==> src/rtl/pcpu_pkg.sv <==
// Shared pcpu definitions: flag bit positions, branch condition codes and the flags type.
package pcpu_pkg;

    typedef logic [4:0] flags_t;

    localparam int FLG_Z = 0;
    localparam int FLG_C = 1;
    localparam int FLG_N = 2;
    localparam int FLG_O = 3;
    localparam int FLG_P = 4;

    localparam logic [3:0] CC_AL  = 4'd0;
    localparam logic [3:0] CC_Z   = 4'd1;
    localparam logic [3:0] CC_NZ  = 4'd2;
    localparam logic [3:0] CC_C   = 4'd3;
    localparam logic [3:0] CC_NC  = 4'd4;
    localparam logic [3:0] CC_N   = 4'd5;
    localparam logic [3:0] CC_NN  = 4'd6;
    localparam logic [3:0] CC_O   = 4'd7;
    localparam logic [3:0] CC_NO  = 4'd8;
    localparam logic [3:0] CC_P   = 4'd9;
    localparam logic [3:0] CC_NP  = 4'd10;
    localparam logic [3:0] CC_LT  = 4'd11;
    localparam logic [3:0] CC_GE  = 4'd12;
    localparam logic [3:0] CC_LE  = 4'd13;
    localparam logic [3:0] CC_GT  = 4'd14;
    localparam logic [3:0] CC_UGT = 4'd15;

endpackage

==> src/rtl/flag_stack.sv <==
// LIFO of saved flag words with occupancy count and sticky {underflow, overflow} detection.
module flag_stack
    import pcpu_pkg::*;
#(
    parameter int  DEPTH = 4,
    localparam int CW    = $clog2(DEPTH + 1),
    localparam int AW    = $clog2(DEPTH)
) (
    input  logic          clk,
    input  logic          rst_n,
    input  logic          push,
    input  logic          pop,
    input  logic          err_clr,
    input  flags_t        push_data,
    output flags_t        top_data,
    output logic [CW-1:0] count,
    output logic          full,
    output logic          empty,
    output logic [1:0]    err
);

    flags_t        mem [DEPTH];
    logic [CW-1:0] count_m1;
    logic          do_push;
    logic          do_pop;

    assign full     = (count == CW'(DEPTH));
    assign empty    = (count == '0);
    // Pop has priority; a push in the same cycle is dropped without raising overflow.
    assign do_pop   = pop && !empty;
    assign do_push  = push && !pop && !full;
    assign count_m1 = count - CW'(1);
    assign top_data = mem[count_m1[AW-1:0]];

    // NOTE: entries are not reset; the count is, and no entry is read before it is written.
    always_ff @(posedge clk) begin
        if (do_push) begin
            mem[count[AW-1:0]] <= push_data;
        end
    end

    // NOTE: state registers use non-blocking assignments so every flop samples pre-edge values.
    always_ff @(posedge clk or negedge rst_n) begin
        if (!rst_n) begin
            count <= '0;
            err   <= '0;
        end else begin
            if (do_pop) begin
                count <= count_m1;
            end else if (do_push) begin
                count <= count + CW'(1);
            end
            // A new error in the clearing cycle still ends set.
            err <= (err & ~{2{err_clr}}) | {pop && empty, push && !pop && full};
        end
    end

endmodule

==> src/rtl/flag_cond_unit.sv <==
// Live flags register, registered condition evaluation and optional flag save/restore stack.
// The stack exists only when FLAG_STACK_EN is defined.
module flag_cond_unit
    import pcpu_pkg::*;
#(
    parameter int STACK_DEPTH = 4
) (
    input  logic                               clk,
    input  logic                               rst_n,
    input  logic [4:0]                         flags_in,
    input  logic                               flags_we,
    input  logic [3:0]                         cond,
    input  logic                               eval,
    output logic                               taken,
    output logic                               taken_valid,
    output logic [4:0]                         flags_q,
    input  logic                               push,
    input  logic                               pop,
    output logic [$clog2(STACK_DEPTH+1)-1:0]   stk_count,
    output logic [1:0]                         stk_err,
    input  logic                               err_clr
);

    flags_t flags_r;
    logic   cond_true;
    logic   signed_lt;

    assign flags_q   = flags_r;
    assign signed_lt = flags_r[FLG_N] ^ flags_r[FLG_O];

    // NOTE: cond_true gets a default first so no path through the case can infer a latch.
    always_comb begin
        cond_true = 1'b0;
        case (cond)
            CC_AL:  cond_true = 1'b1;
            CC_Z:   cond_true = flags_r[FLG_Z];
            CC_NZ:  cond_true = !flags_r[FLG_Z];
            CC_C:   cond_true = flags_r[FLG_C];
            CC_NC:  cond_true = !flags_r[FLG_C];
            CC_N:   cond_true = flags_r[FLG_N];
            CC_NN:  cond_true = !flags_r[FLG_N];
            CC_O:   cond_true = flags_r[FLG_O];
            CC_NO:  cond_true = !flags_r[FLG_O];
            CC_P:   cond_true = flags_r[FLG_P];
            CC_NP:  cond_true = !flags_r[FLG_P];
            CC_LT:  cond_true = signed_lt;
            CC_GE:  cond_true = !signed_lt;
            CC_LE:  cond_true = flags_r[FLG_Z] | signed_lt;
            CC_GT:  cond_true = !flags_r[FLG_Z] & !signed_lt;
            CC_UGT: cond_true = !flags_r[FLG_C] & !flags_r[FLG_Z];
        endcase
    end

    always_ff @(posedge clk or negedge rst_n) begin
        if (!rst_n) begin
            taken       <= 1'b0;
            taken_valid <= 1'b0;
        end else begin
            taken_valid <= eval;
            if (eval) begin
                taken <= cond_true;
            end
        end
    end

`ifdef FLAG_STACK_EN
    flags_t stk_top;
    logic   stk_empty;
    logic   unused_stk_full;

    flag_stack #(
        .DEPTH (STACK_DEPTH)
    ) u_flag_stack (
        .clk       (clk),
        .rst_n     (rst_n),
        .push      (push),
        .pop       (pop),
        .err_clr   (err_clr),
        .push_data (flags_r),
        .top_data  (stk_top),
        .count     (stk_count),
        .full      (unused_stk_full),
        .empty     (stk_empty),
        .err       (stk_err)
    );

    // A pop owns the live register for the cycle, even when the stack is empty.
    always_ff @(posedge clk or negedge rst_n) begin
        if (!rst_n) begin
            flags_r <= '0;
        end else if (pop) begin
            if (!stk_empty) begin
                flags_r <= stk_top;
            end
        end else if (flags_we) begin
            flags_r <= flags_in;
        end
    end
`else
    logic unused_stack_ctl;

    assign stk_count        = '0;
    assign stk_err          = '0;
    assign unused_stack_ctl = ^{push, pop, err_clr};

    always_ff @(posedge clk or negedge rst_n) begin
        if (!rst_n) begin
            flags_r <= '0;
        end else if (flags_we) begin
            flags_r <= flags_in;
        end
    end
`endif

endmodule

==> config.mk <==
export PLATFORM = sky130hd
export DESIGN_NAME = flag_cond_unit
export DESIGN_NICKNAME = d
export VERILOG_FILES = /design/src/rtl/pcpu_pkg.sv /design/src/rtl/flag_stack.sv /design/src/rtl/flag_cond_unit.sv
export SDC_FILE = /design/constraint.sdc
export NUM_CORES = 1
export LEC_CHECK = 0
export CORE_MARGIN = 3
export CORE_UTILIZATION = 35
export DETAILED_ROUTE_END_ITERATION = 12
export PLACE_DENSITY = 0.76
export SLEW_MARGIN = 10
export SYNTH_ARGS = -nofsm -noshare
export SYNTH_HDL_FRONTEND = slang
export SYNTH_SLANG_ARGS = --single-unit
==> constraint.sdc <==
create_clock -name clk -period 1.4 [get_ports clk]
set_input_delay 0.28 -clock clk [delete_from_list [all_inputs] [get_ports clk]]
set_output_delay 0.28 -clock clk [all_outputs]
set_load 0.005 [all_outputs]
==> qor.csv, run 1 <==
stage;metric;value;unit
placed_design;place_congestion;0.823;
clock_network;clock_path_buffers;2;
placed_design;placedCellCount;80;
synth;synthCells;41;
drt;totalWireLength;1200;microns
setup_path;crit_required;1.55;ns
floorplan;fp-row-count;12;
final_layout;drive_above_1_share;32.0;%
setup_path;startpoint_type;flip-flop;
drt;drt_iter0_markers;7;
drt;vias;436;
worst_hold_path;hold_class;input pin to async pin;
synth;netlist.area_leader.share;38.0;%
drt;drc;0;
pwr;switching_power;0.177;mW
timing;fin_tns_setup;-0.0433;ns
pwr;p_seq_share;37.9;%
synth;yosys_register_bits;7;
drt;ant_nets;0;
synth;synthTopCellsByArea;dfrtp_1 38%, mux2_1 17%, buf_4 8.2%;
clock_network;h-tree-depth;1;
floorplan;io_pins;28;
drt;avgViaCountPerCell;4.90;
synth;avgSynthCellArea;11.2;sq um
pwr;p_comb_share;33.5;%
global_routing;grt_max_degree;8;
outcome;status;finished with violations;
clock_network;cts.clk_slew.worst_paths;0.05;ns
global_routing;grt_usage;15.5;%
final_layout;instances_no_fill;89;
pwr;power_frac_clock;28.6;%
timing;setup_viol;1;
setup_path;crit_arrival;1.60;ns
timing;final_hold_viol_count;0;
clock_network;cts_buffers;3;
drt;routedWlPerCell;13.5;microns
timing;setup_ws;-0.0433;ns
flow_run;cap_violations;0;
pwr;ir_drop;538;uV
placed_design;port_buffers;19;
floorplan;dieWidth;42.3;microns
drt;dr.pass1.iters;4;
global_routing;first_global_vias;447;
timing;drv_slew;0;
synth;seq_area_frac_synth;38.0;%
setup_path;criticalPathCategory;flip-flop to flip-flop;
synth;synth_commonest_cells;7 x dfrtp_1, 7 x mux2_1, 5 x buf_4;
outcome;violations;setup timing;
placed_design;post-place-ws;-0.370;ns
floorplan;fp.dieH;42.3;microns
clock_network;root_buffer;clkbuf_4;
setup_path;end_kind;flip-flop;
final_layout;regArea;178;sq um
floorplan;coreArea;1170;sq um
synth;syn_area;460;sq um
final_layout;antenna_cells;0;
timing;fin_skew;0.00366;ns
pwr;power_leakage;0.344;nW
clock_network;clk_latency;0.25;ns
synth;synth_edf_count;0;
synth;post_synth_num_cell_types;20;
pwr;switching_share;27.7;%
timing;fmax;693;MHz
global_routing;antenna_found_initial;0;
final_layout;nFillCells;94;
timing;rsz0062_at_grt;yes;
final_layout;area_delta_synth_final;68.7;%
final_layout;multi_input_area;278;sq um
pwr;p_int;0.461;mW
pwr;powerDensity;820;nW/um^2
placed_design;dpl.hpwl;893;microns
synth;async_flop_share;100;%
synth;yosys_most_used_dff;dfrtp_1;
final_layout;utilization;66.3;%
clock_network;cts_tree;done;
timing;fin_crit;1.44;ns
floorplan;start_util;39.3;%
timing;min_period_over_period;103;%
clock_network;cts.sinks;7;
final_layout;fin_nets;92;
synth;synth_largest_area_cell;dfrtp_1;
floorplan;die_area;1790;sq um
setup_path;worstPathMaxFanout;2;
global_routing;overflow;0;
global_routing;grt_pass1_wl;2030;microns
synth;synth_warnings;0;
-- power by group through the flow --
| stage | combinational [mW] | clock, mW | sequential (mW) |
|---|---|---|---|
| 2_1_floorplan | 0.0732 | 0 | 0.249 |
| 3_3_place_gp | 0.184 | 0 | 0.251 |
| 3_5_place_dp | 0.186 | 0 | 0.251 |
| 4_1_cts | 0.207 | 0.193 | 0.242 |
| 5_1_grt | 0.230 | 0.211 | 0.244 |
| 6_report | 0.213 | 0.183 | 0.242 |
-- logic make-up (layout without fill, tap and decap cells) --
logic type	Yosys count	in the layout	share of synthesized area (%)
mux	8	8	20.4
compound gates	11	11	20.9
simple gates	7	7	8.97
other cells	1	5	0.814
buf+inv	6	36	8.97
flops	7	7	38.0
xor+xnor	1	1	1.90
-- final cells by class --
cell class / instances / area share [%]
well taps: 14 / 2.25
inverters: 1 / 0.483
clock buffers: 4 / 3.38
repair buffers: 31 / 35.3
multi-input cells: 32 / 35.7
flip-flops and latches: 7 / 22.9
-- worst paths after layout --
kind | from | endpoint | slack [ns] | cells after the start
setup / recovery | flags_q[2] | taken | -0.04 | 5
hold / removal | rst_n | flags_q[4] | 0.28 | 1
setup reg to reg | flags_q[2] | taken | -0.04 | 5
hold reg to reg | flags_q[4] | flags_q[4] | 0.55 | 1
max in group asynchronous | rst_n | flags_q[1] | 0.87 | 1
min in group clk | flags_q[4] | flags_q[4] | 0.55 | 1
-- cells in the final DEF (no fill, tap or decap), drive strengths merged, types with 2 or more instances in the layout --
| master | count |
|---|---|
| buf | 12 |
| clkdlybuf4s50 | 11 |
| mux2 | 8 |
| dfrtp | 7 |
| dlygate4sd2 | 6 |
| conb | 5 |
| clkbuf | 5 |
| a31oi | 3 |
| a211oi | 3 |
| nor2 | 2 |
-- registers in the layout, indices dropped and copies added (netlist names) --
signal       count
flags_q          5
taken            1
taken_valid      1
-- repair_timing --
| item | 4_1_cts | 5_1_grt |
|---|---|---|
| setup endpoints to repair | 7 | 2 |
| resized for setup | 12 | 5 |
| buffers inserted | 4 | 1 |
| endpoints found under the hold margin | 0 | 0 |
| pin swaps | 2 | 3 |
| hold buffers | 0 | 0 |
-- metrics by stage --
stage               total power, mW  hold WS (ns)  area (sq um)
finish                        0.638         0.278           777
global route                  0.686         0.289           777
global placement              0.435         0.544           698
detailed placement            0.437         0.539           698
CTS                           0.642         0.278           762
floorplan                     0.323       -0.0156           475
-- critical path: stages, from the launching register on --
cell and delay, ns:
dfrtp_1 0.38, buf_6 0.12, mux2_4 0.31, a2111oi_4 0.34, nor4b_2 0.09, o32ai_1 0.11
-- metal layers --
| layer | routed length [microns] | global-route usage [%] |
|---|---|---|
| met5 | 0 | 0 |
| met2 | 581 | 24.0 |
| met3 | 114 | 7.30 |
| met1 | 494 | 17.2 |
| met4 | 13 | 8.70 |
Note: power is estimated with default switching activity, not from simulation.
==> inputs of run 2 (changes only) <==
--- a/config.mk
+++ b/config.mk
@@ -9,6 +9,7 @@
 export CORE_UTILIZATION = 35
 export DETAILED_ROUTE_END_ITERATION = 12
 export PLACE_DENSITY = 0.76
+export RECOVER_POWER = 25
 export SLEW_MARGIN = 10
 export SYNTH_ARGS = -nofsm -noshare
 export SYNTH_HDL_FRONTEND = slang
==> constraint.sdc (replaced) <==
create_clock -name clk -period 1.44 [get_ports clk]
set_input_delay 0.288 -clock clk [delete_from_list [all_inputs] [get_ports clk]]
set_output_delay 0.288 -clock clk [all_outputs]
set_load 0.005 [all_outputs]
==> run 2 against run 1 <==
Effect of this change: critical path type is now flip-flop to output pin; combinational power is 12% lower; largest power group unchanged; the flow now finishes without violations; global-route usage is 0.78 points lower; sequential power decreased by 2%; hold slack better by 0.077 ns.
==> qor.csv, run 2 (synthesis results as in run 1) <==
stage;metric;value;unit;change
outcome;status;complete, no violations;;
final_layout;antenna_cells;0;;unchanged
final_layout;multi_input_area;259;sq um;-6.8%
final_layout;utilization;63.8;%;-2.6 points
global_routing;antenna_found_initial;0;;unchanged
timing;min_period_over_period;96.6;%;
setup_path;slowest_stage;clkdlybuf4s50_1;;
final_layout;drive_above_1_share;23.3;%;-8.7 points
drt;avgViaCountPerCell;5.03;;+2.8%
placed_design;dpl.hpwl;852;microns;-4.6%
setup_path;cp_cell_sequence;clkdlybuf4s50_1;;
placed_design;place_congestion;0.847;;+2.9%
clock_network;clock_path_buffers;2;;unchanged
clock_network;clk_latency;0.25;ns;about the same
drt;vias;438;;+0.46%
setup_path;slowest_delay;0.50;ns;+0.12 ns
setup_path;startpoint;flags_q[3];;
clock_network;cts.sinks;7;;unchanged
drt;drc;0;;unchanged
clock_network;cts_buffers;3;;unchanged
drt;drt_iter0_markers;1;;-6
drt;ant_nets;0;;unchanged
floorplan;fp-row-count;12;;unchanged
setup_path;path_buf_inv;1;;unchanged
timing;setup_ws;0.0483;ns;+0.0916 ns
timing;final_hold_viol_count;0;;unchanged
timing;drv_slew;0;;unchanged
drt;dr.pass1.iters;4;;unchanged
setup_path;startpoint_type;flip-flop;;
global_routing;first_global_vias;475;;+6.3%
floorplan;start_util;39.3;%;unchanged
floorplan;coreArea;1170;sq um;unchanged
final_layout;fin_area;747;sq um;-3.9%
placed_design;placed_area;691;sq um;-1.1%
floorplan;dieWidth;42.3;microns;unchanged
final_layout;fin_nets;90;;-2.2%
clock_network;ctsHoldBuffers;0;;unchanged
setup_path;cp_top_family;buffers and inverters;;
setup_path;end_kind;output pin;;
final_layout;area_delta_synth_final;62.2;%;
pwr;ir_drop;551;uV;+2.3%
drt;routedWlPerCell;12.4;microns;-8.2%
floorplan;die_area;1790;sq um;unchanged
drt;totalWireLength;1080;microns;-10%
flow_run;cap_violations;0;;unchanged
pwr;powerDensity;803;nW/um^2;-2.1%
worst_hold_path;hold_class;input pin to async pin;;
setup_path;worstPathMaxFanout;2;;unchanged
setup_path;criticalPathCategory;flip-flop to output pin;;
timing;fin_skew;0.00582;ns;+0.00216 ns
timing;rsz0062_at_grt;yes;;
clock_network;cts.clk_slew.worst_paths;0.05;ns;about the same
placed_design;post-place-ws;-0.315;ns;+0.0547 ns
final_layout;largest_reg_flops;5;;unchanged
clock_network;root_buffer;clkbuf_4;;
final_layout;layout_commonest_cell;clkdlybuf4s50_1;;
floorplan;io_pins;28;;unchanged
clock_network;cts_tree;done;;
clock_network;h-tree-depth;1;;unchanged
global_routing;grt_max_degree;8;;unchanged
placed_design;port_buffers;19;;unchanged
setup_path;cp_num_cells;1;;-4
pwr;power_leakage;0.326;nW;-5.3%
final_layout;final_cell_mix;13 x clkdlybuf4s50_1, 10 x buf_4, 7 x mux2_1;;
global_routing;overflow;0;;unchanged
setup_path;crit_required;1.15;ns;-0.40 ns
setup_path;crit_arrival;1.10;ns;-0.50 ns
floorplan;fp.dieH;42.3;microns;unchanged
global_routing;grt_pass1_wl;1960;microns;-3.4%
setup_path;worstRegToRegCells;5;;unchanged
timing;fmax;719;MHz;
setup_path;ff2ff_setup_slack;0.05;ns;+0.09 ns
final_layout;nFillCells;101;;+7.4%
timing;fin_crit;1.39;ns;
setup_path;worstReg2RegStart;flags_q[3];;
timing;setup_viol;0;;-1
global_routing;grt_usage;14.7;%;-0.78 points
pwr;power;0.600;mW;-5.9%
timing;hold_slack;0.355;ns;+0.0772 ns
final_layout;regArea;178;sq um;unchanged
run 2: cell types whose count changed in the layout (fill, tap and decap cells not counted), moves of 2 or more:
cell             previous run  this run
a211oi_1                    1         3
a211oi_2                    2         0
clkdlybuf4s50_1            11        13
dlygate4sd2_1               6         4
run 2: worst paths after layout:
check / to
worst max-delay path: flags_q[3]
worst min-delay path: taken_valid
min in group clk: taken
worst min register to register: taken
max in group asynchronous: flags_q[1]
worst max register to register: taken
run 2: what timing repair did:
item | CTS | global route
pin swaps | 0 | 1
buffers inserted | 4 | 0
endpoints found under the setup margin | 6 | 2
gates resized for setup | 6 | 1
run 2: power breakdown:
part / internal (mW) / switching, mW
Sequential: 0.218 / 0.0172
Clock: 0.106 / 0.0716
Combinational: 0.116 / 0.0709
run 2: layout make-up:
| class | instances | share of cell area (%) |
|---|---|---|
| Clock buffer | 4 | 3.52 |
| Inverter | 1 | 0.503 |
| Multi-Input combinational cell | 32 | 34.7 |
| Sequential cell | 7 | 23.8 |
| Tap cell | 14 | 2.35 |
| Timing Repair Buffer | 29 | 35.2 |
run 2: layer usage:
layer	vias up	part of all wire, %	global-route usage [%]
li1	210	-	-
met1	202	43	16.4
met2	21	46	23.1
met3	5	7.7	4.29
met4	0	3.3	11.2
met5	-	0	0
run 2: per-stage QoR:
step,TNS (ns),instances
final,0,87
after global routing,-0.0298,87
after CTS,0,87
after detailed placement,-0.315,79
after global placement,-0.285,79
after floorplan,0,45
